## src/rtl/cpu_clk_ctrl.sv

```systemverilog
// Run/halt/single-step clock-enable controller for the 8-bit CPU core.
// Optional pulse counter on ce_count: define CPU_CLK_CTRL_CE_COUNT_EN.
module cpu_clk_ctrl #(
   parameter int DIV_W       = 8,
   parameter int DEFAULT_DIV = 12
) (
   input  logic             clk,
   input  logic             rst,
   input  logic             run_req,
   input  logic             halt_req,
   input  logic             step_req,
   input  logic             cfg_we,
   input  logic [DIV_W-1:0] cfg_div,
   output logic             cpu_ce,
   output logic             running,
   output logic             step_done,
   output logic [DIV_W-1:0] div_cur,
   output logic [15:0]      ce_count
);

   localparam logic [1:0] ST_HALT = 2'd0;
   localparam logic [1:0] ST_RUN  = 2'd1;
   localparam logic [1:0] ST_STEP = 2'd2;

   logic [1:0]       state_q, state_d;
   logic [DIV_W-1:0] cnt_q, cnt_d;
   logic [DIV_W-1:0] div_q, div_d;
   logic             step_q;
   logic             ce_q, ce_d;
   logic             done_q, done_d;
   logic             run_q, run_d;
   logic             step_edge;
   logic [DIV_W-1:0] last_cnt;
   logic             wrap;

   assign step_edge = step_req & ~step_q;
   // A ratio of zero behaves as divide-by-one.
   assign last_cnt  = (div_q == '0) ? '0 : div_q - 1'b1;
   assign wrap      = (cnt_q == last_cnt);

   always_comb begin
      state_d = state_q;
      cnt_d   = cnt_q;
      div_d   = div_q;
      ce_d    = 1'b0;
      done_d  = 1'b0;
      case (state_q)
         ST_HALT: begin
            cnt_d = '0;
            if (cfg_we) div_d = cfg_div;
            if (halt_req)       state_d = ST_HALT;
            else if (step_edge) state_d = ST_STEP;
            else if (run_req)   state_d = ST_RUN;
         end
         ST_RUN: begin
            if (halt_req) begin
               state_d = ST_HALT;
               cnt_d   = '0;
            end else if (wrap) begin
               cnt_d = '0;
               ce_d  = 1'b1;
            end else begin
               cnt_d = cnt_q + 1'b1;
            end
         end
         ST_STEP: begin
            if (halt_req) begin
               state_d = ST_HALT;
               cnt_d   = '0;
            end else if (wrap) begin
               state_d = ST_HALT;
               cnt_d   = '0;
               ce_d    = 1'b1;
               done_d  = 1'b1;
            end else begin
               cnt_d = cnt_q + 1'b1;
            end
         end
         default: begin
            state_d = ST_HALT;
            cnt_d   = '0;
         end
      endcase
      run_d = (state_d == ST_RUN);
   end

   always_ff @(posedge clk or posedge rst) begin
      if (rst) begin
         state_q <= ST_HALT;
         cnt_q   <= '0;
         div_q   <= DIV_W'(DEFAULT_DIV);
         step_q  <= 1'b0;
         ce_q    <= 1'b0;
         done_q  <= 1'b0;
         run_q   <= 1'b0;
      end else begin
         state_q <= state_d;
         cnt_q   <= cnt_d;
         div_q   <= div_d;
         step_q  <= step_req;
         ce_q    <= ce_d;
         done_q  <= done_d;
         run_q   <= run_d;
      end
   end

`ifdef CPU_CLK_CTRL_CE_COUNT_EN
   logic [15:0] cec_q;

   always_ff @(posedge clk or posedge rst) begin
      if (rst)       cec_q <= '0;
      else if (ce_d) cec_q <= cec_q + 16'd1;
   end

   assign ce_count = cec_q;
`else
   assign ce_count = '0;
`endif

   assign cpu_ce    = ce_q;
   assign running   = run_q;
   assign step_done = done_q;
   assign div_cur   = div_q;

endmodule

```

## config.mk

```make
export PLATFORM = sky130hd
export DESIGN_NAME = cpu_clk_ctrl
export DESIGN_NICKNAME = d
export VERILOG_FILES = /design/src/rtl/cpu_clk_ctrl.sv
export SDC_FILE = /design/constraint.sdc
export NUM_CORES = 1
export LEC_CHECK = 0
export ABC_AREA = 1
export ABC_CLOCK_PERIOD_IN_PS = 3840
export CORE_MARGIN = 3
export CORE_UTILIZATION = 51
export DETAILED_ROUTE_END_ITERATION = 10
export PLACE_DENSITY = 0.86
export SYNTH_ARGS = -nofsm -noshare
export SYNTH_HDL_FRONTEND = slang
export SYNTH_SLANG_ARGS = --single-unit
```

## constraint.sdc

```tcl
create_clock -name clk -period 3.84 [get_ports clk]
set_clock_uncertainty 0.1 [all_clocks]
set_input_delay 0.768 -clock clk [delete_from_list [all_inputs] [get_ports clk]]
set_output_delay 0.768 -clock clk [all_outputs]
set_load 0.005 [all_outputs]
```

======== Yosys cells after proc, flatten, opt, wreduce, memory -nomap -nowiden ========
Cells that the tools add are included.
storage, ports and cells
  register bits after elaboration ......... 22
  bits of input ports ..................... 14
  word-level logic and storage cells ...... 34
operators by class
  add/subtract/negate cells ............... 2
  eq/ne operators ......................... 4
  mux-type cells .......................... 15
  bitwise logic cells ..................... 2
  reduce and logical (&&, ||, !) cells .... 4
operator list
  kind                 count
  $mux 8               4
  $mux 2               6
  $add 8x1->8 const B  1
  $eq 8x8->1           1
  $logic_not 8->1      1
  $sub 8x1->8 const B  1
  $pmux 2 s3           1
  $eq 2x1->1 const B   2
  $mux 1               4
  $eq 2x2->1 const B   1
  $logic_not 2->1      1
  $reduce_and 2->1     1
  $reduce_or 2->1      1
  $and 1x1->1          1
  $not 1->1            1

======== Logic depth before layout (Yosys ltp) ========
Gate-level depths: netlist of the first run.
  depth after elaboration ................. 7
  mapped depth ............................ 18
  depth with buffers taken out ............ 18

======== Worst setup path before layout of the first run ========
Ideal clock, no wire load.
  kind .................................... register to register
  start point ............................. reg div_q[0] (netlist: div_cur[0])
  end point ............................... reg state_q[0]
  arrival time ............................ 1.762 ns
  required time ........................... 3.626 ns
  setup slack ............................. 1.864 ns
  cell stages (with the launch flop) ...... 19
  period minus slack after synthesis ...... 1.976 ns
  path through ............................ dfrtp_1 inv_1 ha_1 nand2_2 inv_2 nand2_4 buf_6 nand3_2 nand2_1 nor2_2 nand2_1 nor2_2 nand2_2 nand2_2 nand2_2 nand2_1 nand2_1 nand2_2 inv_1
between the ends
  cells in the longest elaborated chain, start to end .. 6
  elaborated cells on any way between the ends .. 7
  those cells by class .................... add/sub: 1; eq/ne: 1; mux: 4; reduce/logical: 1
RTL lines
  element                                         RTL line  RTL
  start: declaration                              27        logic [DIV_W-1:0] div_q, div_d;
  start signal: assignment                        91        div_q <= DIV_W'(DEFAULT_DIV);
  start signal: assignment                        99        div_q <= div_d;
  $sub 8x1->8 or $logic_not 8->1 (tied branches)  38        assign last_cnt = (div_q == '0) ? '0 : div_q - 1'b1;
  $mux 8 (*)                                      38
  $eq 8x8->1 (*)                                  39        assign wrap = (cnt_q == last_cnt);
  $mux 2 (*)                                      70        end else if (wrap) begin
  $mux 2 (*)                                      67        if (halt_req) begin
  $pmux 2 s3 (*)                                  47        case (state_q)
  via state_d[0]                                  25        logic [1:0] state_q, state_d;
  end signal: assignment                          97        state_q <= state_d;
  end: declaration                                25
The timed path passes the listed nets; every way through them passes the cells marked *.
A chain may end at the register's enable or synchronous reset.

======== Worst setup path in the final report of the first run ========
  start point ............................. reg div_q[2] (netlist: div_cur[2])
  end point ............................... out div_cur[2]
RTL lines
  element           RTL line  RTL
  end: declaration  17        output logic [DIV_W-1:0] div_cur,
No word-level cell between the ends.

==> key figures, run 1 <==
Layout
  • Nets@finish: between 200 and 250
  • Finished Core Util: 0.6609
  • Syn-to-layout area delta: 17.05%
  • Most common cell after layout, fill and taps aside: nand2_1
  • Fraction of layout cells with a size suffix above 1: 0.1239
  • Antenna Cells: 0
  • Most frequent cells in the layout: nand2_1, inv_1, clkdlybuf4s50_1, nor2_1, dfrtp_1
  • Fillers: between 200 and 250

Placement
  • Placer Congestion: a little over 0.8
  • I/O Buffers: 24
  • Pre-CTS WS: 1.669 ns
  • Detailed Place HPWL: 2164 um

Timing
  • Final setup margin: 1.538 ns
  • Final hold violations: 0
  • Period utilization: 0.5996
  • Maximum clock frequency: approximately 430 MHz
  • Rel. slew slack: 0.4483
  • RSZ-0062 raised after global routing: false
  • Final setup vio count: 0
  • Slew @ Worst Pin: slightly above 0.8 ns
  • Post-route setup TNS: 0 ns
  • Final min period: 2.302 ns
  • Slew Viols, Final: 0
  • Final hold slack: roughly 0.42 ns

Setup path
  • Critical path's largest stage delay: 0.61 ns
  • FF-to-FF Start: div_cur[0]$_DFFE_PP0P_
  • Setup crit end kind: primary output
  • Critical path required time: just under 3 ns
  • Worst path bufs/invs: 1
  • CP Max Fanout: 5
  • Worst path cell trace: clkdlybuf4s50_1
  • CP Launch Type: flop
  • Critical Path AT: roughly 1.4 ns
  • Top delay family on crit path: flip-flops
  • Crit path launch: div_cur[2]$_DFFE_PP1P_
  • WS Path Type: reg -> out
  • Critical path's slowest cell: dfstp_2

Logic synthesis
  • Top cells by area, synth: dfrtp_1, nand2_1, buf_4
  • Yosys reg bits: 22
  • Synth Instances: between 150 and 200
  • Cell area after synthesis: ~0.0015 mm2
  • Distinct cells, synth: 27
  • Syn avg cell area: ~7.6 um2
  • EDFF count, synth: 0
  • Synth top area share: 0.3393
  • Register area share after synthesis: 0.3749
  • Yosys warnings: 0
  • Async set-reset flop share out of synthesis: 1.000
  • Area leader, netlist: dfrtp_1
  • Synth Flop Type: dfrtp_1

Pwr
  • Sw Ratio: 0.3167
  • Sequential power share: 0.422
  • PwrDens: roughly 390 mW/mm2
  • Pleak: approximately 0.87 nW
  • Logic pwr share: 0.314
  • Internal power: between 0.0004 and 0.0005 W
  • Final Total Pwr: ~0.00068 W
  • Clk pwr share: 0.264
  • Maximum vdd ir drop: around 0.34 mV
  • Net Switching: between 0.0002 and 0.00025 W

Floorplan
  • Core box area: roughly 0.0026 mm2
  • I/O pin count: 41
  • Initial Utilization: 0.5647
  • Die width: around 60 um
  • Die area: 0.003574 mm2
  • Row cnt: 18
  • Die H: 59.78 um

GRT
  • Initial antenna violation count: 0
  • Global Route Usage Sum: 0.1730
  • First-pass GRT wire length: roughly 4700 um
  • Number of global-route vias before repair: 1,132
  • Total grt overflow: 0
  • Largest net degree at the start of global routing: 23

CTS
  • Hold-fix buffers at CTS: 0
  • Clock sinks: 22
  • Post-cts resize count: 0
  • TritonCTS clock tree: built
  • Clock transition at the registers of the reported paths: between 0.1 and 0.15 ns
  • # Post-CTS Setup Buffers: 0
  • Number of buffers created by CTS: 3
  • Clock Path Buffers: 2
  • CTS root buf: clkbuf_4
  • Later-pin clock latency in the skew report: ~0.31 ns
  • H-tree levels: 1

Drt
  • Residual DRC: 0
  • Avg WL per Cell: approximately 11 um
  • Initial DRT Pass Iterations: 4
  • Via density: 4.899
  • Via count: roughly 1,200
  • 1st-iter DRT viols: 58
  • Post-Route WL: about 2800 um
  • Antenna Violating Nets Remaining: 0

Run
  • Max Cap Viol: 0

Hold path
  • HP Class: reg -> reg
  • Startpoint of the worst hold path: cnt_q[0]$_DFF_PP0_

Status
  • Outcome: finished clean
[final timing paths]
| path | end | slack, ns | cells past startpoint |
|---|---|---|---|
| max | div_cur[2] | 1.54 | 1 |
| min | cnt_q[0]$_DFF_PP0_ | 0.42 | 1 |
| max reg2reg | state_q[0]$_DFF_PP0_ | 1.62 | 17 |
| min reg2reg | cnt_q[0]$_DFF_PP0_ | 0.42 | 1 |
| max in group asynchronous | div_cur[6]$_DFFE_PP0P_ | 2.33 | 2 |
| min in group asynchronous | step_q$_DFF_PP0_ | 0.80 | 2 |
[layout make-up]
type / count / area (um2) / area share
flip-flops and latches: 22 / 553.0 / 0.3203
well taps: 30 / 37.54 / 0.02174
inverters: 27 / 102.6 / 0.05942
clock buffers: 3 / 22.52 / 0.01304
multi-input cells: 141 / 740.7 / 0.4290
repair buffers: 24 / 240.2 / 0.1391
clock inverters: 1 / 30.03 / 0.01739
[metal layers]
metal  vias to the layer above  track usage  share of wire
li1                        618            -              -
met1                       569       0.2213           0.44
met2                        26       0.3009           0.51
met3                         2      0.04536          0.045
met4                         0      0.01899         0.0036
met5                         -            0              0
[cell usage after synthesis (3+ instances only)]
library cell and n:
nand4_1 4, nand2_1 39, buf_4 16, inv_1 25
dfrtp_1 20, nand3_2 5, nor3_1 3, nor2_2 5
nor2_1 23, xor2_1 5, ha_1 6, o21ai_0 4
a21oi_1 8, nand3_1 9, nand2_2 7
[per-stage QoR]
| stage | cells | instance area [um2] |
|---|---|---|
| floorplan | 208 | 1531 |
| global placement | 244 | 1674 |
| detailed placement | 244 | 1674 |
| CTS | 248 | 1727 |
| global route | 248 | 1727 |
| finish | 248 | 1727 |
[flip-flops by register name (all words and copies together), names as in the netlist]
name / cells
step_q: 1
state_q: 2
cpu_ce: 1
running: 1
cnt_q: 8
step_done: 1
div_cur: 8
[cells by family (layout without fill, tap and decap cells)]
| logic type | count (synthesis) | count (layout) | synth area share |
|---|---|---|---|
| other | 1 | 16 | 0.002542 |
| adders and majority gates | 6 | 6 | 0.05089 |
| muxes | 1 | 1 | 0.007633 |
| AOI/OAI and AO/OA | 15 | 15 | 0.05513 |
| buffers and inverters | 45 | 55 | 0.1611 |
| and+or+nand+nor | 98 | 98 | 0.3181 |
| xor gates and xnor gates | 5 | 5 | 0.02968 |
| DFF | 22 | 22 | 0.3749 |
[power groups by stage]
stage | sequential, W | combinational, W | clock (W)
final | 0.000285 | 0.000212 | 0.000179
after global routing | 0.000290 | 0.000240 | 0.000188
after CTS | 0.000285 | 0.000214 | 0.000180
after detailed placement | 0.000290 | 0.000211 | 0
after global placement | 0.000289 | 0.000210 | 0
after floorplan | 0.000286 | 0.000145 | 0
Power figures use the tool's default switching activity.
==> run 2, diff against run 1 <==
Settings changed: ABC_CLOCK_PERIOD_IN_PS 3840 to 2050, CORE_UTILIZATION 51 to 43, PLACE_DENSITY 0.86 to 0.78.
Clock period 3.84 ns to 2.05 ns, I/O delays scaled along.
==> run 2 against run 1 <==
  * Via count increased by 3.9%
  * Setup slack got worse by 1.5 ns
  * Sequential cell count unchanged
  * Register-to-register slack got worse by 1.5 ns
  * Die area increased by 17%
  * First-iteration DRC count increased by 1.7%
  * Total power increased by 86%
  * Critical path depth increased by 14
  * Critical endpoint is now state_q[0]$_DFF_PP0_
  * Largest power group unchanged
==> key figures, run 2 (synthesis results as in run 1) <==
Setup path
  • Register-to-register path setup slack: about 0.074 ns
  • CP most frequent cell: nand2_1
  • Critical path's slowest cell: dfstp_2
  • CP Launch Type: flop
  • CP Max Fanout: 5
  • WS Path Type: reg -> reg
  • Critical path's largest stage delay: between 0.6 and 0.7 ns
  • Top delay family on crit path: simple AND/OR/NAND/NOR gates
  • Worst path bufs/invs: 1
  • Critical Path AT: 2.09 ns
  • Setup crit end kind: flop
  • Worst path cell trace: nor2_2 -> nand2_4 -> o21ai_0 -> nand2_1 -> nand2_1 -> nor2_2 -> nand2_1 -> nor2_2 -> nand2_2 -> nand2_2 -> nand2_2 -> nand2_1 -> nand2_1 -> nand2_2 -> inv_1
  • Critical path required time: ~2.2 ns

Pwr
  • Clk pwr share: 0.191
  • Logic pwr share: 0.386
  • Net Switching: 0.0004338 W
  • Internal power: just over 0.0008 W
  • PwrDens: 675.1 mW/mm2
  • Maximum vdd ir drop: around 0.33 mV
  • Sw Ratio: 0.3444
  • Sequential power share: 0.423
  • Pleak: between 0.9 and 1 nW

Floorplan
  • Die width: about 65 um
  • Die H: 64.57 um
  • Row cnt: 20
  • Core box area: between 0.003 and 0.004 mm2
  • Die area: between 0.004 and 0.005 mm2
  • I/O pin count: 41
  • Initial Utilization: 0.4679

Placement
  • I/O Buffers: 24
  • Detailed Place HPWL: between 2000 and 2500 um
  • Placed Instances: 262
  • Placement Cell Area: about 0.0017 mm2
  • Placer Congestion: around 0.8
  • Pre-CTS WS: roughly 0.046 ns

Timing
  • Final min period: 1.976 ns
  • Period utilization: 0.9640
  • Maximum clock frequency: between 500 and 600 MHz
  • Final setup vio count: 0
  • RSZ-0062 raised after global routing: true
  • Final setup margin: 0.07383 ns
  • Final hold slack: 0.3147 ns
  • Slew Viols, Final: 0
  • Final hold violations: 0

Drt
  • 1st-iter DRT viols: 59
  • Post-Route WL: between 3000 and 4000 um
  • Avg WL per Cell: between 10 and 15 um
  • Via count: between 1,000 and 1,500
  • Residual DRC: 0
  • Via density: 4.657
  • Initial DRT Pass Iterations: 4
  • Antenna Violating Nets Remaining: 0

Layout
  • Fillers: 291
  • Nets@finish: 248
  • Multi-input gate area: between 800 and 900 um2
  • Antenna Cells: 0
  • Final cell count without fillers: between 200 and 300
  • Fraction of layout cells with a size suffix above 1: 0.2026
  • Most frequent cells in the layout: nand2_1, clkdlybuf4s50_1, inv_1, nor2_1, dfrtp_1
  • Most common cell after layout, fill and taps aside: nand2_1
  • Syn-to-layout area delta: 26.46%
  • Design Area, Final: between 0.0015 and 0.002 mm2
  • Seq. cell area: ~550 um2

CTS
  • Clock Path Buffers: 2
  • Later-pin clock latency in the skew report: approximately 0.31 ns
  • Clock sinks: 22
  • CTS root buf: clkbuf_4
  • H-tree levels: 1
  • Number of buffers created by CTS: 3
  • TritonCTS clock tree: built
  • Clock transition at the registers of the reported paths: 0.12 ns

GRT
  • First-pass GRT wire length: 4878 um
  • Total grt overflow: 0
  • Largest net degree at the start of global routing: 23
  • Global Route Usage Sum: 0.1456
  • Number of global-route vias before repair: about 1,200
  • Initial antenna violation count: 0

Hold path
  • HP Class: in -> async

Status
  • Outcome: finished clean

Run
  • Max Cap Viol: 0
run 2: worst min-delay path, delay by kind of cell:
kind	cells	cell delay [ns]
buffers and inverters	3	0.72
run 2: layer usage:
metal,GRT usage,share of wire
met1,0.1874,0.42
met2,0.2487,0.51
met3,0.03813,0.059
met4,0.02375,0.0061
met5,0,0
run 2: through the flow:
step            power, W  utilization  setup TNS, ns
2_1_floorplan  0.0008066            -              0
3_3_place_gp   0.0009497       0.5460              0
3_5_place_dp   0.0009534       0.5460              0
4_1_cts         0.001198       0.5575              0
5_1_grt         0.001350       0.5917        -0.6209
6_report        0.001259       0.5917              0
run 2: layout make-up:
type | count | area share
inverter | 27 | 0.05902
tap | 44 | 0.02951
clock buffer | 4 | 0.01945
sequential | 22 | 0.2964
timing repair buffer | 32 | 0.1610
multi-input combinational | 142 | 0.4346
run 2: path summary, 6_finish.rpt:
path / startpoint / to / depth (start not counted)
hold reg to reg: cnt_q[0]$_DFF_PP0_ / cnt_q[0]$_DFF_PP0_ / 1
min in group clk: cnt_q[0]$_DFF_PP0_ / cnt_q[0]$_DFF_PP0_ / 1
setup reg to reg: div_cur[2]$_DFFE_PP1P_ / state_q[0]$_DFF_PP0_ / 15
setup / recovery: div_cur[2]$_DFFE_PP1P_ / state_q[0]$_DFF_PP0_ / 15
max in group asynchronous: rst / div_cur[2]$_DFFE_PP1P_ / 3
hold / removal: rst / div_cur[5]$_DFFE_PP0P_ / 3
run 2: repair_timing:
action	CTS	global route
setup buffers	0	4
hold buffers	0	0
gates resized for setup	0	16
endpoints found under the setup margin	0	10
run 2: power by group through the flow:
stage	logic (W)	clock network (W)	registers (W)
after floorplan	0.000271	0	0.000535
after global placement	0.000414	0	0.000536
after detailed placement	0.000416	0	0.000538
after CTS	0.000419	0.000249	0.000530
after global routing	0.000543	0.000267	0.000540
final	0.000486	0.000240	0.000533
